[src/rtl/cpu_ctrl_pkg.sv]
// Shared definitions for the hardwired control unit: opcodes, instruction field
// positions, T-step state encoding and an opcode classifier.
package cpu_ctrl_pkg;

    localparam logic [4:0] OP_ADD  = 5'b00011;
    localparam logic [4:0] OP_SUB  = 5'b00100;
    localparam logic [4:0] OP_AND  = 5'b00101;
    localparam logic [4:0] OP_OR   = 5'b00110;
    localparam logic [4:0] OP_SHR  = 5'b00111;
    localparam logic [4:0] OP_SHRA = 5'b01000;
    localparam logic [4:0] OP_SHL  = 5'b01001;
    localparam logic [4:0] OP_ROR  = 5'b01010;
    localparam logic [4:0] OP_ROL  = 5'b01011;
    localparam logic [4:0] OP_MUL  = 5'b01111;
    localparam logic [4:0] OP_DIV  = 5'b10000;
    localparam logic [4:0] OP_NEG  = 5'b10001;
    localparam logic [4:0] OP_NOT  = 5'b10010;
    localparam logic [4:0] OP_NOP  = 5'b11010;
    localparam logic [4:0] OP_HALT = 5'b11011;

    localparam int OPC_MSB = 31;
    localparam int OPC_LSB = 27;
    localparam int RA_MSB  = 26;
    localparam int RA_LSB  = 23;
    localparam int RB_MSB  = 22;
    localparam int RB_LSB  = 19;
    localparam int RC_MSB  = 18;
    localparam int RC_LSB  = 15;

    typedef enum logic [3:0] {
        ST_RST  = 4'd0,
        ST_T0   = 4'd1,
        ST_T1   = 4'd2,
        ST_T2   = 4'd3,
        ST_T3   = 4'd4,
        ST_T4   = 4'd5,
        ST_T5   = 4'd6,
        ST_T6   = 4'd7,
        ST_HALT = 4'd8
    } state_t;

    typedef enum logic [2:0] {
        CL_ALU    = 3'd0,
        CL_MULDIV = 3'd1,
        CL_UNARY  = 3'd2,
        CL_NOP    = 3'd3,
        CL_HALT   = 3'd4
    } op_class_t;

    // Undefined opcodes fall into the nop class so they retire harmlessly.
    function automatic op_class_t classify(input logic [4:0] op);
        op_class_t cls;
        case (op)
            OP_ADD, OP_SUB, OP_AND, OP_OR, OP_SHR,
            OP_SHRA, OP_SHL, OP_ROR, OP_ROL: cls = CL_ALU;
            OP_MUL, OP_DIV:                  cls = CL_MULDIV;
            OP_NEG, OP_NOT:                  cls = CL_UNARY;
            OP_HALT:                         cls = CL_HALT;
            default:                         cls = CL_NOP;
        endcase
        return cls;
    endfunction

endpackage

[src/rtl/reg_onehot_decoder.sv]
// Register number to one-hot enable vector; all-zero when not enabled.
module reg_onehot_decoder #(
    parameter int NREGS = 16
) (
    input  logic [3:0]       sel,
    input  logic             en,
    output logic [NREGS-1:0] onehot
);

    // One comparator per register line.
    always_comb begin
        onehot = '0;
        for (int i = 0; i < NREGS; i++) begin
            onehot[i] = en && (sel == 4'(i));
        end
    end

endmodule

[src/rtl/control_sequencer.sv]
// Hardwired T-step control unit: one state register stepping fetch/execute and a
// combinational decode of state plus instruction into datapath strobes.
module control_sequencer
    import cpu_ctrl_pkg::*;
#(
    parameter int NREGS = 16
) (
    input  logic             clk,
    input  logic             clr,
    input  logic [31:0]      ir,
    input  logic             stop,
    output logic [NREGS-1:0] rin,
    output logic [NREGS-1:0] rout,
    output logic             PCout,
    output logic             PCin,
    output logic             incPC,
    output logic             MARin,
    output logic             MDRin,
    output logic             MDRout,
    output logic             Read,
    output logic             IRin,
    output logic             Yin,
    output logic             Zin,
    output logic             ZLowOut,
    output logic             ZHighOut,
    output logic             HIin,
    output logic             LOin,
    output logic [4:0]       alu_op,
    output logic             run
);

    state_t     state_r;
    logic       stop_pend_r;
    logic [4:0] opcode_s;
    logic [3:0] ra_s, rb_s, rc_s;
    op_class_t  cls_s;
    logic       last_step_s;
    logic       halt_req_s;
    state_t     fin_state_s;
    logic       rin_en_s, rout_en_s;
    logic [3:0] rin_sel_s, rout_sel_s;
    logic       unused_ir_s;

    assign opcode_s    = ir[OPC_MSB:OPC_LSB];
    assign ra_s        = ir[RA_MSB:RA_LSB];
    assign rb_s        = ir[RB_MSB:RB_LSB];
    assign rc_s        = ir[RC_MSB:RC_LSB];
    assign unused_ir_s = ^ir[RC_LSB-1:0];
    assign cls_s       = classify(opcode_s);
    // A stop pulse is remembered so it still takes effect at the instruction boundary.
    assign halt_req_s  = stop || stop_pend_r;
    assign fin_state_s = (cls_s == CL_HALT || halt_req_s) ? ST_HALT : ST_T0;

    // Identify the final execute step of the current instruction class.
    always_comb begin
        last_step_s = 1'b0;
        case (state_r)
            ST_T3:   last_step_s = (cls_s == CL_NOP) || (cls_s == CL_HALT);
            ST_T4:   last_step_s = (cls_s == CL_UNARY);
            ST_T5:   last_step_s = (cls_s == CL_ALU);
            ST_T6:   last_step_s = (cls_s == CL_MULDIV);
            default: last_step_s = 1'b0;
        endcase
    end

    // Step sequencing and pending-stop capture.
    always_ff @(posedge clk or negedge clr) begin
        if (!clr) begin
            state_r     <= ST_RST;
            stop_pend_r <= 1'b0;
        end else begin
            stop_pend_r <= halt_req_s && !last_step_s;
            case (state_r)
                ST_RST:  state_r <= ST_T0;
                ST_T0:   state_r <= ST_T1;
                ST_T1:   state_r <= ST_T2;
                ST_T2:   state_r <= ST_T3;
                ST_T3:   state_r <= last_step_s ? fin_state_s : ST_T4;
                ST_T4:   state_r <= last_step_s ? fin_state_s : ST_T5;
                ST_T5:   state_r <= last_step_s ? fin_state_s : ST_T6;
                ST_T6:   state_r <= fin_state_s;
                ST_HALT: state_r <= ST_HALT;
                default: state_r <= ST_RST;
            endcase
        end
    end

    // Strobe decode from the current step and the instruction fields.
    always_comb begin
        {PCout, PCin, incPC, MARin, MDRin, MDRout, Read, IRin} = 8'h00;
        {Yin, Zin, ZLowOut, ZHighOut, HIin, LOin}              = 6'h00;
        alu_op     = 5'b00000;
        rin_en_s   = 1'b0;
        rin_sel_s  = 4'd0;
        rout_en_s  = 1'b0;
        rout_sel_s = 4'd0;
        run        = (state_r != ST_RST) && (state_r != ST_HALT);
        case (state_r)
            ST_T0: {PCout, MARin, incPC, Zin} = 4'hF;
            ST_T1: {ZLowOut, PCin, Read, MDRin} = 4'hF;
            ST_T2: {MDRout, IRin} = 2'b11;
            ST_T3: begin
                case (cls_s)
                    CL_ALU:    begin rout_en_s = 1'b1; rout_sel_s = rb_s; Yin = 1'b1; end
                    CL_MULDIV: begin rout_en_s = 1'b1; rout_sel_s = ra_s; Yin = 1'b1; end
                    CL_UNARY:  begin rout_en_s = 1'b1; rout_sel_s = rb_s; Zin = 1'b1; alu_op = opcode_s; end
                    default:   rout_en_s = 1'b0;
                endcase
            end
            ST_T4: begin
                case (cls_s)
                    CL_ALU:    begin rout_en_s = 1'b1; rout_sel_s = rc_s; Zin = 1'b1; alu_op = opcode_s; end
                    CL_MULDIV: begin rout_en_s = 1'b1; rout_sel_s = rb_s; Zin = 1'b1; alu_op = opcode_s; end
                    CL_UNARY:  begin ZLowOut = 1'b1; rin_en_s = 1'b1; rin_sel_s = ra_s; end
                    default:   rout_en_s = 1'b0;
                endcase
            end
            ST_T5: begin
                case (cls_s)
                    CL_ALU:    begin ZLowOut = 1'b1; rin_en_s = 1'b1; rin_sel_s = ra_s; end
                    CL_MULDIV: begin ZLowOut = 1'b1; LOin = 1'b1; end
                    default:   rin_en_s = 1'b0;
                endcase
            end
            ST_T6: begin
                case (cls_s)
                    CL_MULDIV: begin ZHighOut = 1'b1; HIin = 1'b1; end
                    default:   rin_en_s = 1'b0;
                endcase
            end
            default: run = run;
        endcase
    end

    reg_onehot_decoder #(.NREGS(NREGS)) u_rin_dec (
        .sel    (rin_sel_s),
        .en     (rin_en_s),
        .onehot (rin)
    );

    reg_onehot_decoder #(.NREGS(NREGS)) u_rout_dec (
        .sel    (rout_sel_s),
        .en     (rout_en_s),
        .onehot (rout)
    );

endmodule

[config.mk]
export PLATFORM = sky130hd
export DESIGN_NAME = control_sequencer
export DESIGN_NICKNAME = d
export VERILOG_FILES = /design/src/rtl/cpu_ctrl_pkg.sv /design/src/rtl/reg_onehot_decoder.sv /design/src/rtl/control_sequencer.sv
export SDC_FILE = /design/constraint.sdc
export NUM_CORES = 1
export LEC_CHECK = 0
export BUFFER_PORTS_ARGS = -buffer_cell sky130_fd_sc_hd__clkbuf_2
export CAP_MARGIN = 0
export CORE_ASPECT_RATIO = 1.2
export CORE_MARGIN = 8
export CORE_UTILIZATION = 37
export DETAILED_ROUTE_END_ITERATION = 6
export PLACE_DENSITY = 0.84
export SYNTH_ARGS = -nofsm -noshare
export SYNTH_HDL_FRONTEND = slang
export SYNTH_SLANG_ARGS = --single-unit
[constraint.sdc]
create_clock -name clk -period 3 [get_ports clk]
set_input_delay 0.6 -clock clk [delete_from_list [all_inputs] [get_ports clk]]
set_output_delay 0.6 -clock clk [all_outputs]
set_load 0.02 [all_outputs]
Yosys cells after proc, flatten, opt, wreduce, memory -nomap -nowiden
Memory sizes are Yosys's and may differ from the RTL's.
Index checks and enable logic that the tools add are counted.
- flip-flop bits (word level): 5
- latch bits: 0
- RAM bits: 0
- memory bits (read-only): 96
- input bits: 35
- memories kept: 1
- memories (memory ; words ; bits a word ; read ports ; clocked after memory_dff ; write ports ; line ; source):
    (no name shown) ; 32 ; 3 ; 1 ; 0 ; 0 ; cpu_ctrl_pkg.sv:53 ; case (op)
- add/sub/neg operators: 0
- $mul: 0
- divide/modulo/power cells: 0
- magnitude comparators: 0
- eq/ne operators: 43
- shift-type cells: 0
- multiplexer cells: 30
- bitwise gates (word level): 0
- reductions and logical operators: 46
- operators with widths (kind ; number):
    $eq A4 B4 Y1 const B ; 17
    $eq A4 B3 Y1 const B ; 12
    $pmux W4 S9 ; 1
    $logic_and A1 B1 Y1 ; 34
    $pmux W4 S2 ; 4
    $eq A4 B2 Y1 const B ; 6
    $mux W4 ; 6
    $eq A4 B1 Y1 const B ; 3
    $logic_not A4 Y1 ; 3
    $mux W1 ; 11
    $mux W5 ; 2
    $pmux W5 S2 ; 1
    $eq A3 B2 Y1 const B ; 2
    $pmux W1 S3 ; 2
    $ne A4 B4 Y1 const B ; 1
    $pmux W1 S2 ; 2
    $pmux W1 S4 ; 1
    $reduce_bool A4 Y1 ; 1
    $reduce_or A2 Y1 ; 2
    $eq A3 B1 Y1 const B ; 1
    $eq A3 B3 Y1 const B ; 1
    $logic_not A3 Y1 ; 1
    $logic_or A1 B1 Y1 ; 3
    $reduce_or A3 Y1 ; 1
    $logic_not A1 Y1 ; 1

Longest topological paths before layout
Gate-level depths: netlist of the first run.
An unclocked memory read counts as a cell.
- depth in word-level cells: 7
- gate-level depth with buffers: 9
- depth with buffers taken out: 8

By module
From an unflattened synthesis of the first run, not the netlist that was laid out.
- cell total of the unflattened synthesis: 181
- area total of the unflattened synthesis: 1293.7 um^2
- modules (own cells, without submodules) (module ; times used ; cells an instance ; area each (um^2) ; sequential area each (um^2)):
    control_sequencer ; 1 ; 135 ; 1058.5 ; 125.1
    reg_onehot_decoder ; 2 ; 23 ; 117.6 ; 0.0

Worst setup path before layout of the first run
No wires, ideal clock.
- kind: input port to output port
- start: in ir[27]
- end: out rout[12]
- data arrival time: 2.763 ns
- slack: -0.363 ns
- cell stages on the path: 9
- cells stage by stage: inv_1 -> ha_1 -> nand4bb_1 -> buf_6 -> o31ai_1 -> or2_4 -> a31o_1 -> or4_4 -> nor3_1
- cells in the longest elaborated chain, start to end: 7
- elaborated cells on any way between the ends: 15
- those cells by class: eq/ne (3); mux (6); reduce/logical (5); memory (1)
- ends and longest elaborated chain (element ; line ; source):
    start, declared ; control_sequencer.sv:10 ; input logic [31:0] ir,
    $mem_v2 Z32 W3 * ; -- ;
    $eq A3 B2 Y1 or $logic_not A3 Y1 (tied branches) ; control_sequencer.sv:103, control_sequencer.sv:111 ;
    $reduce_or A2 Y1 (no source line) ; -- ;
    $pmux W4 S2 ; control_sequencer.sv:103 ; case (cls_s)
    $pmux W4 S2 ; control_sequencer.sv:98 ; case (state_r)
    $eq A4 B4 Y1 ; reg_onehot_decoder.sv:14 ; onehot[i] = en && (sel == 4'(i));
    $logic_and A1 B1 Y1 * ; reg_onehot_decoder.sv:14 ;
    end, declared ; control_sequencer.sv:13 ; output logic [NREGS-1:0] rout,
Every way passes the cells marked *; elsewhere a longest branch is shown, timed or not.

Worst setup path in the final report of the first run
- start: in ir[28]
- end: out rout[13]
Same word-level chain as after synthesis.

==> results.toml, run 1 <==
[sta]
worst_hold_slack_ns = 0.161
hold_viol_final = 0
worstMarginPinSlew_ns = 0.543
fin_ws_ns = -0.526
period_minus_slack_ns = 3.53
rsz0062_at_grt = "yes"
maxSlewViolCount = 0
max_freq_mhz = 284
setup_viol = 37
max_slew_margin_pct = 63.5
fin_crit_sh_pct = 118
fin_skew_ns = 0.0000413

[setup_path]
cp-start-kind = "primary input"
crit_family = "buffers and inverters"
crit_top_cell = "buf_4"
cp.required_ns = 2.40
cpMaxStageDelayCell = "nor3_1"
end_kind = "output pin"
startpoint = "ir[28]"
critPathBufInv = 5
path_cells = "clkbuf_8, inv_2, ha_4, buf_4, o31ai_4, nand2_1, a21oi_2, buf_4, o211ai_1, nor3_1, clkbuf_2"
cpPeakStageDelay_ns = 0.44
r2r-start = "state_r[1]$_DFF_PN0_"
crit_cells = 11
reg2reg_depth = 8
criticalPathCategory = "in2out"
worstPathMaxFanout = 4
crit_arrival_ns = 2.93

[final_layout]
layout_commonest_cell = "buf_4"
final_cell_mix = "buf_4, clkbuf_2, nor2_1"
drive_gt1_share_pct = 63.7
fillers = 177
area_growth_pct = 107
diodes = 0
utilization_pct = 80.6
fin_nets = 320
final_cells = 317

[synth]
synth_top_area_share_pct = 11.4
synth.net_count = 219
synth_cell_type_count = 53
ys_top_cells_by_area = "nor3_1, dfrtp_1, nor2_1"
synth_edf_count = 0
syn_area_per_cell_um2 = 6.57
syn_area_um2 = 1190
synth_cells = 181
yosysTopAreaCell = "nor3_1"
ys_ff_latch = 5
async_flop_share_pct = 100
synth_ff_type = "dfrtp_1"
yosysWarnings = 0
seq_area_frac_synth_pct = 10.5

[clock_network]
max-clock-path-buffers = 2
numCtsBuffers = 3
cts-root-buf = "clkbuf_4"
clkTransAtPathRegs_ns = 0.05
cts_sinks = 5
cts_tree = "built"
h-tree-depth = 1
clk_latency_ns = 0.25

[status]
violations = "setup timing"
status = "finished with violations"

[placement]
place_inst = 305
port_buffers = 71
gp_congestion = 0.929
dp_hpwl_um = 3670

[global_route]
grt_pass1_wl_um = 8950
track_usage_pct = 20.5
first_global_vias = 1985
grt_max_degree = 16
antenna_found_initial = 0
grt_remaining_overflow = 0

[floorplan]
core.rowCount = 22
die_area_um2 = 5290
die_h_um = 78.1
die-width_um = 67.7
start_util_pct = 38.9
core_um2 = 3060
pin_count = 87

[route]
drtIter0Drc = 207
num_vias = 2031
routed_wl_um = 7060
via_per_inst = 6.41
drc = 0
wl_per_cell_um = 22.3
route.antenna.remaining_nets = 0
first_pass_iters = 4

[power]
vdd.ir_drop.worst_mv = 0.588
leakagePower_uw = 0.00105
power_density_nw_per_um2 = 447

[run]
maxCapViolations = 0

[min_path]
worstHoldPathType = "in2async"
==> per-layer routing <==
layer,wire (um),track usage [%]
met5,0,0
met2,3660,37.7
met3,522,4.69
met1,2350,20.1
met4,533,11.1
==> metrics by stage <==
step                      cell area (um2)  total power [uW]  setup TNS [ns]  setup WS [ns]
after global routing                 2460              1160           -9.37         -0.673
after floorplan                      1280               634          -0.600        -0.0712
after detailed placement             1830               816           -6.46         -0.340
final                                2460              1100           -6.22         -0.526
after CTS                            2230               977           -2.60         -0.179
after global placement               1830               805           -5.12         -0.275
==> layout make-up <==
cell class / count / area [um2] / share of cell area [%]
sequential: 5 / 125 / 5.08
clock buffer: 4 / 26.3 / 1.07
multi-input combinational: 152 / 1400 / 56.8
inverter: 10 / 40.0 / 1.63
timing repair buffer: 110 / 827 / 33.6
tap: 36 / 45.0 / 1.83
==> cell families (layout without fill, tap and decap cells) <==
family,Yosys count,after routing,synth area share [%]
and+or+nand+nor,100,100,45.7
DFF,5,5,10.5
buffers and inverters,24,124,10.6
adders and majority gates,3,3,3.16
AOI/OAI and AO/OA,49,49,30.0
==> registers in the layout, summed over array words and instances, names as in the netlist <==
| register | count |
|---|---|
| stop_pend_r | 1 |
| state_r | 4 |
==> synth_stat cells, drive strengths merged (2+ instances only) <==
cell,instances
nor3,28
nor2,26
buf,11
nand2,11
inv,10
a21oi,8
dfrtp,5
nand2b,5
o211ai,5
o31ai,5
a31oi,4
nand3,4
and2,3
and3,3
clkbuf,3
ha,3
nand3b,3
nor2b,3
o21ai,3
o21bai,3
or3,3
a211o,2
a211oi,2
a21o,2
a22oi,2
nand4b,2
o22ai,2
==> worst paths after layout <==
check / to / slack, ns
setup / recovery: rout[13] / -0.53
hold / removal: stop_pend_r$_DFF_PN0_ / 0.16
setup reg to reg: state_r[3]$_DFF_PN0_ / 0.82
hold reg to reg: stop_pend_r$_DFF_PN0_ / 0.58
max in group asynchronous: state_r[3]$_DFF_PN0_ / 2.70
min in group clk: stop_pend_r$_DFF_PN0_ / 0.58
==> worst reg2reg max path: cells and delay by family, from the launching register on <==
| family | cells | cell delay (ns) |
|---|---|---|
| AOI/OAI and AO/OA | 5 | 1.03 |
| DFF | 1 | 0.56 |
| and+or+nand+nor | 1 | 0.19 |
| buffers and inverters | 2 | 0.27 |
==> power by group <==
part | leakage (uW) | total, uW | switching [uW] | internal (uW)
clock | 0.0000150 | 82.5 | 31.9 | 50.6
sequential | 0.0000599 | 176 | 76.2 | 99.5
combinational | 0.000973 | 841 | 518 | 324
==> timing repair <==
item / 4_1_cts / 5_1_grt
gates resized for setup: 82 / 61
hold buffers: 0 / 0
endpoints found under the setup margin: 37 / 38
setup buffers: 2 / 6
pin swaps: 20 / 7
Power figures use the tool's default switching activity.
==> run 2, diff against run 1 <==
--- a/config.mk
+++ b/config.mk
@@ -10,8 +10,10 @@
 export CORE_ASPECT_RATIO = 1.2
 export CORE_MARGIN = 8
 export CORE_UTILIZATION = 37
+export CTS_BUF_LIST = sky130_fd_sc_hd__clkbuf_16
 export DETAILED_ROUTE_END_ITERATION = 6
 export PLACE_DENSITY = 0.84
+export RECOVER_POWER = 50
 export SYNTH_ARGS = -nofsm -noshare
 export SYNTH_HDL_FRONTEND = slang
 export SYNTH_SLANG_ARGS = --single-unit
==> results.toml, run 2 (synthesis gave the netlist of run 1 again) <==
[status]
status = "finished with violations"
violations = "setup timing"

[clock_network]
clk_latency_ns = 0.23
cts_tree = "built"
cts-root-buf = "clkbuf_16"
max-clock-path-buffers = 2
h-tree-depth = 1
clkTransAtPathRegs_ns = 0.03
numCtsBuffers = 3
cts_sinks = 5

[power]
power_density_nw_per_um2 = 490
leakagePower_uw = 0.00101
vdd.ir_drop.worst_mv = 0.644

[final_layout]
utilization_pct = 77.8
drive_gt1_share_pct = 58.4
largest_reg_flops = 4
fin_nets = 318
final_cell_mix = "clkbuf_2, buf_4, nor2_1"
top_regs = "state_r (4), stop_pend_r (1)"
fillers = 195
area_growth_pct = 99.9
diodes = 0
top_register = "state_r"
final_cell_area_um2 = 2380

[setup_path]
end_kind = "output pin"
worstPathMaxFanout = 4
cp-start-kind = "primary input"
r2r-start = "state_r[1]$_DFF_PN0_"
criticalPathCategory = "in2out"
cp.required_ns = 2.40
startpoint = "ir[27]"
crit_arrival_ns = 2.72

[route]
first_pass_iters = 4
route.antenna.remaining_nets = 0
routed_wl_um = 6090
dr_wl_met3_um = 454
routedLengthMet1_um = 2130
num_vias = 1896
wl_per_cell_um = 19.3
wl_met2_um = 3220
drc = 0
drtIter0Drc = 119
via_per_inst = 6.02
top_layer = "met4"

[floorplan]
die_area_um2 = 5290
pin_count = 87
die_h_um = 78.1
die-width_um = 67.7
start_util_pct = 38.9
core.rowCount = 22
core_um2 = 3060

[sta]
hold_viol_final = 0
max_slew_margin_pct = 63.2
fin_crit_sh_pct = 111
fin_skew_ns = 0.00223
worst_hold_slack_ns = 0.221
rsz0062_at_grt = "yes"
period_minus_slack_ns = 3.32
worstMarginPinSlew_ns = 0.549
fin_ws_ns = -0.321
setup_viol = 32
max_freq_mhz = 301
maxSlewViolCount = 0

[global_route]
first_global_vias = 1983
antenna_found_initial = 0
track_usage_pct = 22.3
grt_pass1_wl_um = 9590
grt_max_degree = 16
grt_remaining_overflow = 0

[placement]
port_buffers = 71
gp_congestion = 0.929
dp_hpwl_um = 3670
postPlaceCellArea_um2 = 1830
pre_cts_slack_ns = -0.340

[run]
maxCapViolations = 0

[min_path]
worstHoldPathType = "in2async"
-- run 2: final cells by class --
type                    instances  area, um2  share of cell area, %
multi-input cells             152       1300                   54.7
repair buffers                108        785                   33.0
flip-flops and latches          5        125                   5.27
clock buffers                   3       75.1                   3.16
well taps                      36       45.0                   1.90
inverters                      10       42.5                   1.79
clock inverters                 1       3.75                  0.158
-- run 2: routing by layer --
metal	global-route usage (%)	up-vias
met3	5.11	28
met2	40.3	107
met1	23.4	898
li1	-	863
met4	9.64	0
met5	0	-
-- run 2: where the power goes --
group	internal [uW]	switching, uW
registers	99.8	77.7
logic	292	479
clock network	173	44.2
total	564	601
-- run 2: path summary, 6_finish.rpt --
path | endpoint | slack, ns | depth (start not counted)
max | rout[13] | -0.32 | 11
min | state_r[1]$_DFF_PN0_ | 0.22 | 1
max reg2reg | state_r[3]$_DFF_PN0_ | 0.71 | 9
min reg2reg | stop_pend_r$_DFF_PN0_ | 0.58 | 2
max in group asynchronous | state_r[3]$_DFF_PN0_ | 2.56 | 1
min in group clk | stop_pend_r$_DFF_PN0_ | 0.58 | 2
-- run 2: worst max-delay path, cell delays in order --
cell       delay [ns]
clkbuf_16        0.13
inv_4            0.05
ha_4             0.19
buf_4            0.14
o31ai_2          0.38
nand2_1          0.11
a21oi_1          0.29
buf_4            0.18
o211ai_1         0.22
nor3_1           0.20
clkbuf_2         0.22
-- run 2: what timing repair did --
action,in CTS,in global routing
setup buffers,2,4
endpoints found under the setup margin,37,38
pin swaps,20,7
resized for setup,82,21
hold buffers,0,0
-- run 2: per-stage QoR --
step	std cells	total power [uW]	TNS, ns
detailed placement	305	816	-6.46
finish	315	1170	-7.39
global route	315	1230	-10.05
floorplan	181	634	-0.600
CTS	311	1120	-2.60
global placement	305	805	-5.12
==> run 3, diff against run 2 <==
--- a/config.mk
+++ b/config.mk
@@ -9,11 +9,12 @@
 export CAP_MARGIN = 0
 export CORE_ASPECT_RATIO = 1.2
 export CORE_MARGIN = 8
-export CORE_UTILIZATION = 37
+export CORE_UTILIZATION = 25
 export CTS_BUF_LIST = sky130_fd_sc_hd__clkbuf_16
 export DETAILED_ROUTE_END_ITERATION = 6
-export PLACE_DENSITY = 0.84
+export PLACE_DENSITY = 0.62
 export RECOVER_POWER = 50
 export SYNTH_ARGS = -nofsm -noshare
 export SYNTH_HDL_FRONTEND = slang
+export SYNTH_HIERARCHICAL = 1
 export SYNTH_SLANG_ARGS = --single-unit
==> results.toml, run 3 <==
[status]
status = "finished with violations"
violations = "setup timing"

[final_layout]
diodes = 0
fin_nets = 337
largest_reg_flops = 4
final_cell_mix = "buf_4, clkbuf_2, nor2_4"
layout_commonest_cell = "buf_4"
top_register = "state_r"
drive_gt1_share_pct = 73.2
top_regs = "state_r (4), stop_pend_r (1)"
fillers = 399
area_growth_pct = 136
final_cells = 358
final_cell_area_um2 = 3050

[sta]
fin_tns_setup_ns = -6.62
fin_skew_ns = 0.000910
fin_crit_sh_pct = 112
max_slew_margin_pct = 63.0
setup_viol = 32
rsz0062_at_grt = "yes"
max_freq_mhz = 298
fin_ws_ns = -0.351
maxSlewViolCount = 0
worst_hold_slack_ns = 0.211
period_minus_slack_ns = 3.35
hold_viol_final = 0
worstMarginPinSlew_ns = 0.550

[synth]
yosysTopAreaCell = "nor2_1"
synth_cells = 181
synth_ff_type = "dfrtp_1"
synth_common_cells = "nor2_1, nand2_1, buf_4"
syn_area_um2 = 1290
seq_area_frac_synth_pct = 9.67
ys_ff_latch = 5
synth_cell_type_count = 54
post-synth-top-count-cell = "nor2_1"
synth.net_count = 219
synth_top_area_share_pct = 10.2
syn_area_per_cell_um2 = 7.15
ys_top_cells_by_area = "nor2_1, dfrtp_1, buf_4"
async_flop_share_pct = 100
synth_edf_count = 0
yosysWarnings = 6

[placement]
place_inst = 339
dp_hpwl_um = 4190
postPlaceCellArea_um2 = 2320
gp_congestion = 0.805
port_buffers = 71

[global_route]
first_global_vias = 1951
grt_pass1_wl_um = 9280
track_usage_pct = 14.6
grt_remaining_overflow = 0
antenna_found_initial = 0
grt_max_degree = 12

[setup_path]
end_kind = "output pin"
r2r-end = "state_r[3]$_DFF_PN0_"
startpoint = "ir[27]"
cp-endpoint = "rout[0]"
r2r-start = "state_r[2]$_DFF_PN0_"
crit_arrival_ns = 2.75
crit_family = "simple AND/OR/NAND/NOR gates"
worstPathMaxFanout = 6
r2r_slack_ns = 1.30
cpMaxStageDelayCell = "or3b_4"
critPathBufInv = 2
criticalPathCategory = "in2out"
cp.required_ns = 2.40
path_cells = "clkbuf_16, ha_4, or4_4, o211a_4, and3_4, a21oi_2, o22ai_2, or3b_4, nor3_4, clkbuf_8"
cpPeakStageDelay_ns = 0.47
crit_cells = 10
reg2reg_depth = 3
cp-start-kind = "primary input"

[floorplan]
die_h_um = 94.8
start_util_pct = 26.0
die-width_um = 81.7
pin_count = 87
core.rowCount = 28
die_area_um2 = 7740
core_um2 = 4970

[power]
vdd.ir_drop.worst_mv = 0.261
finalPower_uw = 1370
power_density_nw_per_um2 = 449
leakagePower_uw = 0.00119

[clock_network]
h-tree-depth = 1
cts_sinks = 5
cts-root-buf = "clkbuf_16"
clk_latency_ns = 0.23
cts_tree = "built"
numCtsBuffers = 3
max-clock-path-buffers = 2
cts_hold_buf = 0
clkTransAtPathRegs_ns = 0.03

[route]
top_layer = "met4"
via_per_inst = 5.05
drtIter0Drc = 62
wl_met2_um = 3010
wl_per_cell_um = 15.8
routed_wl_um = 5650
route.antenna.remaining_nets = 0
routedLengthMet1_um = 2230
dr_wl_met3_um = 357
first_pass_iters = 4
num_vias = 1807
drc = 0

[run]
maxCapViolations = 0

[min_path]
worstHoldPathType = "in2async"
==> run 3: changes by cell type after synthesis, sizes merged, moves of 4 or more <==
cell | previous run | this run
o22ai | 2 | 6
o31ai | 5 | 1
nor2 | 26 | 37
and2 | 3 | 8
inv | 10 | 5
buf | 11 | 15
nor3 | 28 | 11
==> run 3: cell type report <==
| class | instances | area (um2) | area share [%] |
|---|---|---|---|
| clock buffer | 3 | 75.1 | 2.46 |
| clock inverter | 1 | 3.75 | 0.123 |
| inverter | 6 | 22.5 | 0.739 |
| multi-input combinational | 154 | 1550 | 50.7 |
| sequential | 5 | 125 | 4.10 |
| tap | 60 | 75.1 | 2.46 |
| timing repair buffer | 129 | 1200 | 39.4 |
==> run 3: timing repair <==
action / in CTS / in global routing
cloned: 0 / 0
gates resized for setup: 105 / 38
buffers inserted: 14 / 1
pin swaps: 21 / 12
setup endpoints to repair: 38 / 38
==> run 3: worst min path at each step <==
stage,slack [ns],start,endpoint,depth (start not counted)
after global routing,0.23,clr,state_r[0]$_DFF_PN0_,1
after floorplan,0.30,clr,state_r[0]$_DFF_PN0_,0
after CTS,0.18,clr,state_r[3]$_DFF_PN0_,1
final,0.21,clr,state_r[3]$_DFF_PN0_,1
after global placement,0.42,clr,state_r[0]$_DFF_PN0_,1
after detailed placement,0.42,clr,state_r[0]$_DFF_PN0_,1
==> run 3: metal layers <==
layer	vias to the layer above	global-route usage, %
li1	892	-
met1	860	16.3
met2	49	27.2
met3	6	3.23
met4	0	3.23
met5	-	0
==> run 3: cell families after synthesis <==
kind of cell	Yosys count	share of synthesized area, %
AO/OA/AOI/OAI	44	26.6
multiplexers	2	2.51
buffers and inverters	22	12.2
AND/OR/NAND/NOR	104	45.5
adder cells (fa/ha/maj)	3	2.90
XOR/XNOR	1	0.677
flip-flops	5	9.67
==> run 3: metrics by stage <==
step | util (%) | setup slack (ns)
3_5_place_dp | 46.6 | -0.409
2_1_floorplan | - | -0.213
4_1_cts | 59.8 | -0.348
3_3_place_gp | 46.6 | -0.413
5_1_grt | 61.3 | -0.419
6_report | 61.3 | -0.351
==> run 3: where the power goes <==
group / total (uW) / internal [uW] / leakage [uW] / switching (uW)
Clock: 217 / 173 / 0.0000423 / 44.3
Sequential: 153 / 101 / 0.0000600 / 52.2
Combinational: 999 / 415 / 0.00109 / 584
Total: 1370 / 689 / 0.00119 / 681
